==> src/rtl/mcpu_ctrl_pkg.sv <==
// Shared encodings for the multicycle CPU control path: opcodes, FSM states,
// PCSrc/RegDst selects, ALU function codes and an opcode classifier.
package mcpu_ctrl_pkg;

  localparam int OPCODE_BITS = 6;
  localparam int ALUOP_BITS  = 3;

  localparam logic [5:0] op_add  = 6'b000000;
  localparam logic [5:0] op_sub  = 6'b000001;
  localparam logic [5:0] op_addi = 6'b000010;
  localparam logic [5:0] op_or   = 6'b010000;
  localparam logic [5:0] op_and  = 6'b010001;
  localparam logic [5:0] op_ori  = 6'b010010;
  localparam logic [5:0] op_sll  = 6'b011000;
  localparam logic [5:0] op_slt  = 6'b100110;
  localparam logic [5:0] op_sw   = 6'b110000;
  localparam logic [5:0] op_lw   = 6'b110001;
  localparam logic [5:0] op_beq  = 6'b110100;
  localparam logic [5:0] op_bne  = 6'b110101;
  localparam logic [5:0] op_j    = 6'b111000;
  localparam logic [5:0] op_jr   = 6'b111001;
  localparam logic [5:0] op_jal  = 6'b111010;
  localparam logic [5:0] op_halt = 6'b111111;

  typedef enum logic [2:0] {
    s_if     = 3'b000,
    s_id     = 3'b001,
    s_exe_ls = 3'b010,
    s_mem    = 3'b011,
    s_wb_l   = 3'b100,
    s_exe_br = 3'b101,
    s_exe_al = 3'b110,
    s_wb_al  = 3'b111
  } state_t;

  localparam logic [1:0] pc_plus4  = 2'b00;
  localparam logic [1:0] pc_branch = 2'b01;
  localparam logic [1:0] pc_rs     = 2'b10;
  localparam logic [1:0] pc_jump   = 2'b11;

  localparam logic [1:0] rd_ra = 2'b00;
  localparam logic [1:0] rd_rt = 2'b01;
  localparam logic [1:0] rd_rd = 2'b10;

  localparam logic [2:0] alu_add = 3'b000;
  localparam logic [2:0] alu_sub = 3'b001;
  localparam logic [2:0] alu_sll = 3'b010;
  localparam logic [2:0] alu_or  = 3'b011;
  localparam logic [2:0] alu_and = 3'b100;
  localparam logic [2:0] alu_slt = 3'b110;

  typedef enum logic [2:0] {
    cls_alu, cls_ls, cls_br, cls_jmp, cls_halt, cls_undef
  } op_class_t;

  function automatic op_class_t op_class(input logic [5:0] op);
    case (op)
      op_add, op_sub, op_addi, op_or, op_and, op_ori, op_sll, op_slt: return cls_alu;
      op_sw, op_lw:         return cls_ls;
      op_beq, op_bne:       return cls_br;
      op_j, op_jr, op_jal:  return cls_jmp;
      op_halt:              return cls_halt;
      default:              return cls_undef;
    endcase
  endfunction

  function automatic logic [2:0] alu_op(input logic [5:0] op);
    case (op)
      op_sub, op_beq, op_bne: return alu_sub;
      op_or, op_ori:          return alu_or;
      op_and:                 return alu_and;
      op_sll:                 return alu_sll;
      op_slt:                 return alu_slt;
      default:                return alu_add;
    endcase
  endfunction

endpackage

==> src/rtl/multicycle_control_unit_if.sv <==
// Control bundle between the control unit (master) and the datapath (slave).
// Plain level signals, no valid/ready: the datapath consumes every field each cycle.
interface multicycle_control_unit_if #(
  parameter int OPCODE_W = 6,
  parameter int ALUOP_W  = 3
);
  logic [OPCODE_W-1:0] op;
  logic                zero;
  logic                PCWre;
  logic                IRWre;
  logic                InsMemRW;
  logic                ExtSel;
  logic                ALUSrcA;
  logic                ALUSrcB;
  logic [ALUOP_W-1:0]  ALUOp;
  logic [1:0]          RegDst;
  logic                WrRegDSrc;
  logic                DBDataSrc;
  logic                RegWre;
  logic                mRD;
  logic                mWR;
  logic [1:0]          PCSrc;

  modport master (
    input  op, zero,
    output PCWre, IRWre, InsMemRW, ExtSel, ALUSrcA, ALUSrcB, ALUOp,
           RegDst, WrRegDSrc, DBDataSrc, RegWre, mRD, mWR, PCSrc
  );

  modport slave (
    output op, zero,
    input  PCWre, IRWre, InsMemRW, ExtSel, ALUSrcA, ALUSrcB, ALUOp,
           RegDst, WrRegDSrc, DBDataSrc, RegWre, mRD, mWR, PCSrc
  );
endinterface

==> src/rtl/control_signal_decoder.sv <==
// Purely combinational decode of (state, op, zero) into datapath controls.
// PCWre marks the cycle whose successor state is sIF.
module control_signal_decoder
  import mcpu_ctrl_pkg::*;
(
  input  state_t                  state,
  input  logic [OPCODE_BITS-1:0]  op,
  input  logic                    zero,
  output logic                    PCWre,
  output logic                    IRWre,
  output logic                    InsMemRW,
  output logic                    ExtSel,
  output logic                    ALUSrcA,
  output logic                    ALUSrcB,
  output logic [ALUOP_BITS-1:0]   ALUOp,
  output logic [1:0]              RegDst,
  output logic                    WrRegDSrc,
  output logic                    DBDataSrc,
  output logic                    RegWre,
  output logic                    mRD,
  output logic                    mWR,
  output logic [1:0]              PCSrc
);

  op_class_t cls;
  assign cls = op_class(op);

  always_comb begin
    PCWre     = 1'b0;
    IRWre     = 1'b0;
    InsMemRW  = 1'b0;
    ExtSel    = 1'b0;
    ALUSrcA   = 1'b0;
    ALUSrcB   = 1'b0;
    ALUOp     = alu_add;
    RegDst    = rd_ra;
    WrRegDSrc = 1'b0;
    DBDataSrc = 1'b0;
    RegWre    = 1'b0;
    mRD       = 1'b0;
    mWR       = 1'b0;
    PCSrc     = pc_plus4;

    // Operand selects stay stable from decode to the last cycle of the instruction.
    if (state != s_if) begin
      ALUOp   = alu_op(op);
      ExtSel  = (op == op_addi) || (op == op_lw) || (op == op_sw) ||
                (op == op_beq)  || (op == op_bne);
      ALUSrcA = (op == op_sll);
      ALUSrcB = (op == op_addi) || (op == op_ori) || (op == op_lw) || (op == op_sw);
    end

    case (state)
      s_if: begin
        IRWre    = 1'b1;
        InsMemRW = 1'b1;
      end
      s_id: begin
        if (cls == cls_jmp || cls == cls_undef) PCWre = 1'b1;
        if (op == op_j || op == op_jal) PCSrc = pc_jump;
        if (op == op_jr)                PCSrc = pc_rs;
        if (op == op_jal)               RegWre = 1'b1;
      end
      s_exe_br: begin
        PCWre = 1'b1;
        if ((op == op_beq && zero) || (op == op_bne && !zero)) PCSrc = pc_branch;
      end
      s_mem: begin
        mRD   = (op == op_lw);
        mWR   = (op == op_sw);
        PCWre = (op != op_lw);
      end
      s_wb_l: begin
        PCWre     = 1'b1;
        RegWre    = 1'b1;
        RegDst    = rd_rt;
        WrRegDSrc = 1'b1;
        DBDataSrc = 1'b1;
        mRD       = 1'b1;
      end
      s_wb_al: begin
        PCWre     = 1'b1;
        RegWre    = 1'b1;
        WrRegDSrc = 1'b1;
        RegDst    = (op == op_addi || op == op_ori) ? rd_rt : rd_rd;
      end
      default: ;
    endcase
  end

endmodule

==> src/rtl/multicycle_control_unit.sv <==
// Five-phase control FSM for the multicycle CPU; holds the state register and
// next-state logic, output decode lives in control_signal_decoder.
module multicycle_control_unit
  import mcpu_ctrl_pkg::*;
#(
  parameter int OPCODE_W = 6,
  parameter int ALUOP_W  = 3
) (
  input  logic                        CLK,
  input  logic                        Reset,
  multicycle_control_unit_if.master   bus,
  output logic [2:0]                  state
);

  state_t              state_q;
  state_t              state_d;
  op_class_t           cls;
  logic [OPCODE_W-1:0] op_w;
  logic [ALUOP_W-1:0]  aluop_w;

  assign op_w  = bus.op;
  assign cls   = op_class(op_w);
  assign state = state_q;

  always_ff @(posedge CLK or negedge Reset) begin
    if (!Reset) state_q <= s_if;
    else        state_q <= state_d;
  end

  always_comb begin
    state_d = s_if;
    case (state_q)
      s_if: state_d = s_id;
      s_id: begin
        case (cls)
          cls_alu:  state_d = s_exe_al;
          cls_ls:   state_d = s_exe_ls;
          cls_br:   state_d = s_exe_br;
          cls_halt: state_d = s_id;
          default:  state_d = s_if;
        endcase
      end
      s_exe_al: state_d = s_wb_al;
      s_exe_ls: state_d = s_mem;
      s_mem:    state_d = (op_w == op_lw) ? s_wb_l : s_if;
      default:  state_d = s_if;
    endcase
  end

  control_signal_decoder u_decoder (
    .state     (state_q),
    .op        (op_w),
    .zero      (bus.zero),
    .PCWre     (bus.PCWre),
    .IRWre     (bus.IRWre),
    .InsMemRW  (bus.InsMemRW),
    .ExtSel    (bus.ExtSel),
    .ALUSrcA   (bus.ALUSrcA),
    .ALUSrcB   (bus.ALUSrcB),
    .ALUOp     (aluop_w),
    .RegDst    (bus.RegDst),
    .WrRegDSrc (bus.WrRegDSrc),
    .DBDataSrc (bus.DBDataSrc),
    .RegWre    (bus.RegWre),
    .mRD       (bus.mRD),
    .mWR       (bus.mWR),
    .PCSrc     (bus.PCSrc)
  );

  assign bus.ALUOp = aluop_w;

endmodule

==> src/flat_wrapper.sv <==
// flat-port wrapper written by rule: the top's interface ports become plain ports
module multicycle_control_unit_flat import mcpu_ctrl_pkg::*;
#(
  parameter int OPCODE_W = 6,
  parameter int ALUOP_W  = 3
)
  (CLK, Reset, state, bus_op, bus_zero, bus_PCWre, bus_IRWre, bus_InsMemRW, bus_ExtSel, bus_ALUSrcA, bus_ALUSrcB, bus_ALUOp, bus_RegDst, bus_WrRegDSrc, bus_DBDataSrc, bus_RegWre, bus_mRD, bus_mWR, bus_PCSrc);
  multicycle_control_unit_if #(.OPCODE_W(OPCODE_W), .ALUOP_W(ALUOP_W)) bus_i ();
  input  logic CLK;
  input  logic Reset;
  output logic [2:0] state;
  input wire logic [$bits(bus_i.op)-1:0] bus_op;
  input wire logic [$bits(bus_i.zero)-1:0] bus_zero;
  output wire logic [$bits(bus_i.PCWre)-1:0] bus_PCWre;
  output wire logic [$bits(bus_i.IRWre)-1:0] bus_IRWre;
  output wire logic [$bits(bus_i.InsMemRW)-1:0] bus_InsMemRW;
  output wire logic [$bits(bus_i.ExtSel)-1:0] bus_ExtSel;
  output wire logic [$bits(bus_i.ALUSrcA)-1:0] bus_ALUSrcA;
  output wire logic [$bits(bus_i.ALUSrcB)-1:0] bus_ALUSrcB;
  output wire logic [$bits(bus_i.ALUOp)-1:0] bus_ALUOp;
  output wire logic [$bits(bus_i.RegDst)-1:0] bus_RegDst;
  output wire logic [$bits(bus_i.WrRegDSrc)-1:0] bus_WrRegDSrc;
  output wire logic [$bits(bus_i.DBDataSrc)-1:0] bus_DBDataSrc;
  output wire logic [$bits(bus_i.RegWre)-1:0] bus_RegWre;
  output wire logic [$bits(bus_i.mRD)-1:0] bus_mRD;
  output wire logic [$bits(bus_i.mWR)-1:0] bus_mWR;
  output wire logic [$bits(bus_i.PCSrc)-1:0] bus_PCSrc;
  assign bus_i.op = bus_op;
  assign bus_i.zero = bus_zero;
  assign bus_PCWre = bus_i.PCWre;
  assign bus_IRWre = bus_i.IRWre;
  assign bus_InsMemRW = bus_i.InsMemRW;
  assign bus_ExtSel = bus_i.ExtSel;
  assign bus_ALUSrcA = bus_i.ALUSrcA;
  assign bus_ALUSrcB = bus_i.ALUSrcB;
  assign bus_ALUOp = bus_i.ALUOp;
  assign bus_RegDst = bus_i.RegDst;
  assign bus_WrRegDSrc = bus_i.WrRegDSrc;
  assign bus_DBDataSrc = bus_i.DBDataSrc;
  assign bus_RegWre = bus_i.RegWre;
  assign bus_mRD = bus_i.mRD;
  assign bus_mWR = bus_i.mWR;
  assign bus_PCSrc = bus_i.PCSrc;
  multicycle_control_unit #(.OPCODE_W(OPCODE_W), .ALUOP_W(ALUOP_W)) u_core (.CLK(CLK), .Reset(Reset), .bus(bus_i), .state(state));
endmodule
==> config.mk <==
export PLATFORM = sky130hd
export DESIGN_NAME = multicycle_control_unit_flat
export DESIGN_NICKNAME = d
export VERILOG_FILES = /design/src/rtl/mcpu_ctrl_pkg.sv /design/src/rtl/multicycle_control_unit_if.sv /design/src/rtl/control_signal_decoder.sv /design/src/rtl/multicycle_control_unit.sv /design/src/flat_wrapper.sv
export SDC_FILE = /design/constraint.sdc
export NUM_CORES = 1
export LEC_CHECK = 0
export ABC_AREA = 1
export BUFFER_PORTS_ARGS = -buffer_cell sky130_fd_sc_hd__buf_2
export CORE_UTILIZATION = 43
export DETAILED_ROUTE_END_ITERATION = 10
export PLACE_DENSITY = 0.74
export SYNTH_ARGS = -nofsm -noshare
export SYNTH_HDL_FRONTEND = slang
export SYNTH_SLANG_ARGS = --single-unit
==> constraint.sdc <==
create_clock -name CLK -period 1.2 [get_ports CLK]
set_input_delay 0.18 -clock CLK [delete_from_list [all_inputs] [get_ports CLK]]
set_output_delay 0.18 -clock CLK [all_outputs]
set_load 0.01 [all_outputs]
==> results by group <==
Final layout
  • Area grow syn2layout: 92.9%
  • N_diodes: 0
  • Final Util: 0.939
  • Commonest non-fill, non-tap cells in the layout: nand2_1, buf_2, buf_4
  • Most common cell after layout, fill and taps aside: nand2_1
  • Fill count: 40
  • Max reg flops: 3
  • Layout Cells excl Fill: 172
  • Final net count: 168
  • Layout cell share with drive strength beyond 1: 0.576

Die
  • Die W: 38.2 um
  • Starting density of the core: 0.487
  • Num rows: 12
  • Boundary Pins: 30
  • Die area: 1460 sq um
  • Core Region: 1160 sq um
  • Chip Height: 38.2 um

Drt
  • WL final: 2890 um
  • Drt pass-1 iters: 5
  • Wire per inst: 16.8 um
  • Via count: 1059
  • Via density: 6.16
  • Post-route DRC: 0
  • DRT antenna net count: 0
  • Initial detailed-routing violation count: 103

Worst setup path
  • CP top delay family: flip-flops
  • Worst Path Buf+Inv: 1
  • CP peak stage delay: 0.51 ns
  • Crit start category: flop
  • CP startpoint: u_core.state[2]
  • Crit path max-delay cell type: dfrtp_2
  • Worst EP arrival: 1.47 ns
  • Crit Path Category: flop to output port
  • CP Cell Sequence: nand3_1, o21ai_0, buf_2
  • Reg-to-reg startpoint: u_core.state[0]
  • Crit end category: output port
  • CP required: 1.02 ns
  • Critical Path Fanout Max: 8

Placement
  • Cell total after placement: 166
  • Placer congestion estimate: 0.865
  • DP HPWL: 1590 um
  • Input/output buffers: 29

Global routing
  • GRT Util Overall: 0.431
  • First-pass GRT wire length: 4340 um
  • Gr ovfl total: 0
  • Vias in the first global route: 957
  • Largest net degree at the start of global routing: 9
  • Initial antenna violation count: 0

STA
  • Unrepaired setup endpoints after global routing: true
  • Hold violation count in the final report: 0
  • Fmax: 607 MHz
  • Rel. slew slack: 0.771
  • Final setup margin: -0.446 ns
  • Tmin final: 1.65 ns
  • Final setup violation count: 21
  • Crit share post-route: 1.37
  • Setup Skew: 0.00491 ns
  • Fin. max-slew vios: 0
  • Slew @ Worst Pin: 0.341 ns

Clock tree
  • CTS Sinks: 3
  • Clk slew on worst S/H paths: 0.05 ns
  • Num CTS Buffers: 3
  • TritonCTS clock tree: yes
  • Clk_lat worst skew: 0.25 ns
  • CTS max path bufs: 2
  • CTS root buf: clkbuf_4
  • H-tree levels: 1

Synthesis
  • Syn. warnings: 0
  • #FFs+latches synth: 3
  • Post-Syn Area per Cell: 5.52 sq um
  • Top cells by area, synth: nand2_1, nand3_1, dfrtp_1, inv_1, nor2_1
  • Synth area leader: nand2_1
  • Yosys cell types: 24
  • Net Count, Synth: 111
  • Post-synthesis sequential area ratio: 0.133
  • Area share of the largest cell type after synthesis: 0.180
  • Synth Instances: 102
  • Netlist Area Pre-Place: 563 sq um

Power and ir drop
  • Leakage: 0.578 nW
  • Max VDD drop: 1660 uV
  • Power Density: 1710 nW/um^2

Job
  • Number of max-cap violations: 0

Min path
  • Worst hold path class: input pin to asynchronous set/reset pin

Status
  • Failing checks: setup timing
  • Outcome: finished with violations
## routing by layer
metal  share of wire  routed length (um)  global-route usage
met1            0.34                 991               0.498
met2            0.46                1320               0.686
met3            0.14                 393               0.151
met4           0.062                 179               0.232
met5               0                   0                   0
## report_power, final
group	total (mW)	internal, mW	switching, mW	leakage (nW)
Clock	0.203	0.126	0.0771	0.0150
Combinational	1.37	0.678	0.689	0.529
Sequential	0.284	0.151	0.133	0.0343
Total	1.85	0.954	0.899	0.578
## worst paths after layout
path	endpoint	slack, ns	cells after the start
setup / recovery	bus_RegDst[0]	-0.45	3
hold / removal	u_core.state[2]	0.27	2
setup reg to reg	u_core.state[2]	-0.10	5
hold reg to reg	u_core.state[2]	0.78	4
max in group asynchronous	u_core.state[0]	0.80	2
min in group CLK	u_core.state[2]	0.52	7
## metrics by stage
stage	setup TNS (ns)	power (mW)	worst slack, ns	cell area, sq um	hold slack [ns]
finish	-6.56	1.85	-0.446	1090	0.267
floorplan	-0.0986	0.743	-0.0415	609	-0.116
CTS	-4.81	1.62	-0.335	1040	0.270
detailed placement	-1.83	1.21	-0.192	938	-0.0224
global placement	-1.26	1.20	-0.118	938	-0.0255
global route	-7.10	1.93	-0.454	1090	0.290
## synth_stat cells (all sizes together)
cell type,n
a21oi,6
a22oi,1
a31oi,1
buf,2
dfrtp,3
inv,16
nand2,30
nand3,18
nand4,1
nor2,14
nor3,4
o21ai,3
o21bai,1
o32ai,1
xnor2,1
## final cells by class
cell class,instances,area [sq um],area share
clock buffer,4,26.3,0.0242
inverter,16,65.1,0.0599
multi-input combinational,81,502,0.462
sequential,3,78.8,0.0726
tap,14,17.5,0.0161
timing repair buffer,54,397,0.365
## repair_timing
action	CTS	global route
hold buffers	1	0
gates resized for setup	15	11
endpoints found under the hold margin	3	0
pin swaps	6	2
setup endpoints to repair	19	20
setup buffers	0	1
## cell families (layout without fill, tap and decap cells)
family / after synthesis / after routing / share of synthesized area
buf+inv: 18 / 74 / 0.140
flops: 3 / 3 / 0.133
xor+xnor: 1 / 1 / 0.0156
simple gates: 67 / 67 / 0.564
compound gates: 13 / 13 / 0.147
Note: power is estimated with default switching activity, not from simulation.
